### src/rtl/stopwatch_bcd.sv
// MM:SS BCD stopwatch. Counts seconds from the divider's square wave, with
// start/stop, clear and lap-freeze controlled by one-cycle button pulses.
// Every output comes straight from a flop.
module stopwatch_bcd (
  input  logic       clk,
  input  logic       rst,
  input  logic       tick_in,
  input  logic       start_stop,
  input  logic       clear,
  input  logic       lap,
  output logic [3:0] min_t,
  output logic [3:0] min_o,
  output logic [3:0] sec_t,
  output logic [3:0] sec_o,
  output logic       running,
  output logic       lap_active,
  output logic       wrap
);

  typedef enum logic [1:0] {IDLE, RUN, PAUSE} state_t;

  // Count and lap values are packed as {min_t, min_o, sec_t, sec_o}.
  localparam logic [15:0] MAX_COUNT = 16'h5959;

  state_t      state, state_n;
  logic        tick_q;
  logic        tick;
  logic        count_en;
  logic [15:0] cnt, cnt_n;
  logic [15:0] lap_reg, lap_n;
  logic        lap_on_n;
  logic        wrap_n;

  // One-second BCD increment with ripple carry; 59:59 rolls to 00:00.
  function automatic logic [15:0] bcd_inc(input logic [15:0] c);
    logic [15:0] r;
    r = c;
    if (c[3:0] != 4'd9) begin
      r[3:0] = c[3:0] + 4'd1;
    end else begin
      r[3:0] = 4'd0;
      if (c[7:4] != 4'd5) begin
        r[7:4] = c[7:4] + 4'd1;
      end else begin
        r[7:4] = 4'd0;
        if (c[11:8] != 4'd9) begin
          r[11:8] = c[11:8] + 4'd1;
        end else begin
          r[11:8]  = 4'd0;
          r[15:12] = (c[15:12] == 4'd5) ? 4'd0 : c[15:12] + 4'd1;
        end
      end
    end
    return r;
  endfunction

  // Next-state logic: clear beats start_stop beats lap; ticks count only in RUN.
  always_comb begin
    // NOTE: every signal gets a default first so no path leaves it unassigned
    // and no latch is inferred.
    tick     = tick_in & ~tick_q;
    count_en = (state == RUN) && tick;
    state_n  = state;
    cnt_n    = cnt;
    lap_n    = lap_reg;
    lap_on_n = lap_active;
    wrap_n   = 1'b0;

    if (clear) begin
      state_n  = IDLE;
      cnt_n    = '0;
      lap_n    = '0;
      lap_on_n = 1'b0;
    end else begin
      // A tick on the cycle we leave RUN still counts; entering RUN it does not.
      if (count_en) begin
        cnt_n  = bcd_inc(cnt);
        wrap_n = (cnt == MAX_COUNT);
      end
      if (start_stop) begin
        state_n = (state == RUN) ? PAUSE : RUN;
      end else if (lap) begin
        if (state == RUN) begin
          if (lap_active) begin
            lap_on_n = 1'b0;
          end else begin
            lap_on_n = 1'b1;
            lap_n    = cnt;  // pre-increment value
          end
        end else begin
          lap_on_n = 1'b0;
        end
      end
    end
  end

  // State, count, lap and all registered outputs.
  always_ff @(posedge clk or negedge rst) begin
    // NOTE: non-blocking assignments so every flop samples pre-edge values.
    if (!rst) begin
      tick_q     <= 1'b0;
      state      <= IDLE;
      cnt        <= '0;
      lap_reg    <= '0;
      lap_active <= 1'b0;
      wrap       <= 1'b0;
      running    <= 1'b0;
      min_t      <= '0;
      min_o      <= '0;
      sec_t      <= '0;
      sec_o      <= '0;
    end else begin
      tick_q     <= tick_in;
      state      <= state_n;
      cnt        <= cnt_n;
      lap_reg    <= lap_n;
      lap_active <= lap_on_n;
      wrap       <= wrap_n;
      running    <= (state_n == RUN);
      {min_t, min_o, sec_t, sec_o} <= lap_on_n ? lap_n : cnt_n;
    end
  end

endmodule

### config.mk
export PLATFORM = sky130hd
export DESIGN_NAME = stopwatch_bcd
export DESIGN_NICKNAME = d
export VERILOG_FILES = /design/src/rtl/stopwatch_bcd.sv
export SDC_FILE = /design/constraint.sdc
export NUM_CORES = 1
export LEC_CHECK = 0
export CAP_MARGIN = 20
export CORE_MARGIN = 5
export CORE_UTILIZATION = 30
export CTS_CLUSTER_SIZE = 40
export DETAILED_ROUTE_END_ITERATION = 10
export PLACE_DENSITY = 0.44
export SETUP_SLACK_MARGIN = 0.4
export SLEW_MARGIN = 0
export SYNTH_ARGS = -nofsm -noshare
export SYNTH_HDL_FRONTEND = slang
export SYNTH_SLANG_ARGS = --single-unit
### constraint.sdc
create_clock -name clk -period 4.7 [get_ports clk]
set_input_delay 1.41 -clock clk [delete_from_list [all_inputs] [get_ports clk]]
set_output_delay 1.41 -clock clk [all_outputs]
set_load 0.02 [all_outputs]
Yosys cells after proc, flatten, opt, wreduce, memory -nomap -nowiden
Index checks and enable logic that the tools add are counted.
- add/subtract/negate cells: 4
- equality and inequality tests: 7
- multiplexer cells: 25
- bitwise operators: 2
- reductions and logical operators: 1
- operator list (kind ; count):
    2-to-1 mux 16 bit ; 8
    2-to-1 mux 4 bit ; 5
    adder 4 x 1 -> 4 bit, second input constant ; 4
    equality test 16 x 15 -> 1 bit, second input constant ; 1
    2-to-1 mux 12 bit ; 1
    2-to-1 mux 8 bit ; 1
    inequality test 4 bit, second input constant ; 2
    2-to-1 mux 1 bit ; 7
    2-to-1 mux 2 bit ; 3
    equality test 2 x 1 -> 1 bit, second input constant ; 2
    equality test 4 x 3 -> 1 bit, second input constant ; 1
    inequality test 4 x 3 -> 1 bit, second input constant ; 1
    bitwise AND 1 bit ; 1
    logical AND 1 bit ; 1
    inverter 1 bit ; 1
- flip-flop bits (word level): 54
- bits of input ports: 6
- output and inout port bits: 19
- word-level logic and storage cells: 50

Logic depth before layout (Yosys ltp)
- depth in word-level cells: 8
- depth in mapped cells: 7

Least setup slack after synthesis
Ideal clock, no wire load.
- path kind: input-to-reg
- from: input start_stop
- to: register min_t[1]
- setup time: 125 ps
- arrival time: 2436 ps
- required time: 4575 ps
- slack: 2140 ps
- stages on the path: 4
- cells stage by stage: and4bb_4 mux2_4 buf_2 mux2_2
- longest elaborated chain between the ends: 3
- elaborated cells on any way between the ends: 5
- classes of those cells: mux (5)
- RTL lines (what ; line ; source):
    start, declared ; 8 ; input logic start_stop,
    2-to-1 mux 16 bit / 2-to-1 mux 1 bit (equally long branches) ; 80 ; if (start_stop) begin
    2-to-1 mux 16 bit / 2-to-1 mux 1 bit (equally long branches) ; 69 ; if (clear) begin
    2-to-1 mux 16 bit * ; 120 ; {min_t, min_o, sec_t, sec_o} <= lap_on_n ? lap_n : cnt_n;
    end signal, assigned ; 120 ;
    end, declared ; 11 ; output logic [3:0] min_t,
Mark *: on every way between the ends. The rest lies on a longest branch, timed or not.

Final worst setup path
- from: input start_stop
- to: register sec_t[0]
- longest elaborated chain between the ends: 3
- elaborated cells on any way between the ends: 5
- classes of those cells: mux (5)
- RTL lines (what ; line ; source):
    2-to-1 mux 16 bit ; 80 ;
    2-to-1 mux 16 bit ; 69 ;
    named net lap_n[4] ; 30 ; logic [15:0] lap_reg, lap_n;
    2-to-1 mux 16 bit ; 120 ;
    end signal, assigned ; 120 ;
    end, declared ; 13 ; output logic [3:0] sec_t,
The timed path passes the listed nets, and every way through them passes these cells.

==> results by group <==
Worst setup path
  – Worst EP required: 4890 ps
  – Data arrival, critical path: 3310 ps
  – Critical path's slowest cell: nand4bb_1
  – Crit. End Element: flop
  – Critical path cell sequence: clkdlybuf4s50_1 -> nand4bb_1 -> o21ai_0 -> a21oi_1 -> mux2_1
  – Element type at the critical path start: input pin
  – Buffer and inverter count on the worst path: 1
  – Critical path start-end classification: in2reg
  – Slowest stage delay, CP: 630 ps
  – Register-to-register path setup slack: 2610 ps
  – Crit-path leading delay family: simple AND/OR/NAND/NOR gates
  – Maximum fanout along the worst path: 13

Logic synthesis
  – Combined area of all synthesized cells: 2560 µm²
  – Part of the Yosys area used for sequential elements: 52.7%
  – Number of library cell types mapped by synthesis: 52
  – Synth top area cells: dfrtp_1, nand3_1, a21oi_1
  – Ys async rst share: 100%
  – Dominant cell type by area after synthesis: dfrtp_1
  – Post-synth top flop: dfrtp_1
  – Number of warnings issued by yosys: 0
  – Syn_nets: 249
  – Post-synthesis area per instance: 10.7 µm²
  – Yosys reg bits: 54
  – Top cell type's share of synthesized area: 52.7%
  – EDFF count, synth: 0
  – Cells after Synth: 239

STA
  – Final setup TNS: 0 ps
  – Worst-Margin Slew: 638 ps
  – Fraction of the cycle the final worst path needs: 66.3%
  – Final count of pins violating max slew: 0
  – RSZ-0062 raised after global routing: no
  – Final critical path time including I/O delays and setup: 3110 ps
  – Post-Route Skew: 4.99 ps
  – Hold Vio Cnt, Final: 0
  – Max Freq: 321 MHz
  – Relative slew slack: 57.5%
  – Number of endpoints failing setup at the final stage: 0

Pwr
  – Cell Pwr Density: 280 nW/µm²
  – Largest vdd supply drop: 0.0897 mV
  – Pleak: 1.27 nW

Floorplan
  – Total Die Area: 10500 µm²
  – Std-Cell Core Area: 8260 µm²
  – DIE HEIGHT: 102 µm
  – Standard-cell rows: 33
  – Horizontal extent of the die: 102 µm
  – Starting density of the core: 31.0%
  – Count of pins on the block boundary: 25

Cells and area
  – Multi-input gate area in the final layout: 1120 µm²
  – Layout-stage area growth over the synthesis result: 16.9%
  – Fraction of final layout cells sized beyond drive strength 1: 8.88%
  – Fillers: 864
  – Cell area after layout: 3000 µm²
  – Post-layout utilization of the core: 36.3%
  – Commonest non-fill, non-tap cell in the layout: dfrtp_1
  – Most frequent cells in the layout: dfrtp_1, clkdlybuf4s50_1, nor2_1
  – Flip-flop and latch area: 1350 µm²
  – Diode count: 0
  – Layout net count: 268

Global routing
  – M3 GR Usage: 2.46%
  – Total gr overflow: 0
  – Global-route wire length before repair: 9990 µm
  – Global-route track usage on met2: 19.1%
  – Initial antenna violation count: 0
  – Number of global-route vias before repair: 1915
  – GRT Overall Usage: 12.2%
  – Maximum number of pins on one net before global-route repair: 45
  – GRT Max-Usage Layer: met2
  – Met1 Resource Use GR: 17.3%

CTS
  – Skew-Pair Late Insertion Delay: 300 ps
  – CTS tree: done
  – Clock edge transition at the registers on the reported setup and hold paths: 100 ps
  – Max clock buf depth: 2
  – CTS H-tree lvls: 2
  – Post-cts repair resize count: 0
  – TritonCTS Buffers: 5
  – Cell at the root of the clock tree: clkbuf_8
  – CTS Hold Buffers Added: 0
  – CTS sink cnt: 54
  – Number of buffers inserted to repair setup after CTS: 0

Worst hold path
  – Hold crit path type: reg2reg

Route
  – Post-route DRC: 0
  – Via density per instance: 5.18
  – Count of routing violations after the opening detailed-route iteration: 62
  – Routed Wire Length: 6060 µm
  – Routed wire per std cell: 16.6 µm
  – Count of TritonRoute iterations in the first routing pass: 4
  – Total via count in the routed design: 1887
  – Antenna-violating nets left: 0

Place
  – Port buffer count: 24
  – Final weighted congestion in routability-driven placement: 0.791
  – HPWL reported at the end of detailed placement: 4120 µm
  – Post-place instance area: 2890 µm²

Flow run
  – Count of max-cap constraint violations: 0

Run status
  – Run status: finished clean
[worst register-to-register path, delay by kind of cell (launching register included)]
family / cells / cell delay, ps
buffers and inverters: 2 / 620
muxes: 1 / 460
and+or+nand+nor: 1 / 400
DFF: 1 / 370
AOI/OAI and AO/OA: 1 / 150
[metrics by stage]
stage	power [mW]	hold slack [ps]	setup slack, ps	instances
global route	0.875	565	1390	364
CTS	0.854	534	1560	364
global placement	0.537	518	1260	356
floorplan	0.509	484	2140	239
detailed placement	0.537	514	1240	356
finish	0.839	532	1590	364
[final timing paths]
| kind | start | to | depth (start not counted) |
|---|---|---|---|
| max | start_stop | sec_t[0] | 5 |
| min | lap_reg[6] | lap_reg[6] | 2 |
| max reg2reg | lap_active | min_o[3] | 5 |
| min reg2reg | lap_reg[6] | lap_reg[6] | 2 |
| max in group asynchronous | rst | cnt[5] | 2 |
| min in group asynchronous | rst | min_o[2] | 1 |
[cells by family (layout without fill, tap and decap cells)]
group / after synthesis / count (layout) / synth area share [%]
AO/OA/AOI/OAI: 52 / 52 / 13.1
XOR/XNOR: 3 / 3 / 1.03
adder cells (fa/ha/maj): 4 / 4 / 1.95
buffers and inverters: 23 / 43 / 3.76
flip-flops: 54 / 54 / 52.7
multiplexers: 17 / 17 / 7.32
AND/OR/NAND/NOR: 86 / 86 / 20.2
[cell usage after synthesis (all sizes together), types with 2 or more instances]
master and instances:
nor4 2, a21oi 18, buf 5, or3 2, ha 4, dfrtp 54
nor2b 4, nand3 19, and4bb 4, xnor2 2, nand2 6, mux2 8
and3b 2, mux2i 9, nand4bb 4, o2bb2ai 5, nor2 21, a221oi 2
o21ai 14, inv 8, o32ai 2, nand2b 2, and4 2, clkbuf 10
nor3 8, nand4 4
[per-layer routing]
metal | vias up | wire length, µm
met2 | 43 | 2800
li1 | 904 | -
met4 | 0 | 67
met1 | 933 | 2920
met5 | - | 0
met3 | 7 | 266
[cell type report]
type	instances	share of cell area (%)
clock buffers	6	2.42
repair buffers	27	8.60
flip-flops and latches	54	45.1
inverters	8	1.00
well taps	105	4.38
clock inverters	2	1.25
multi-input cells	162	37.2
[report_power, final]
group	switching (mW)	leakage [nW]	internal [mW]
Clock	0.154	0.0514	0.159
Combinational	0.0381	0.467	0.0167
Sequential	0.00339	0.749	0.468
Note: power is estimated with default switching activity, not from simulation.
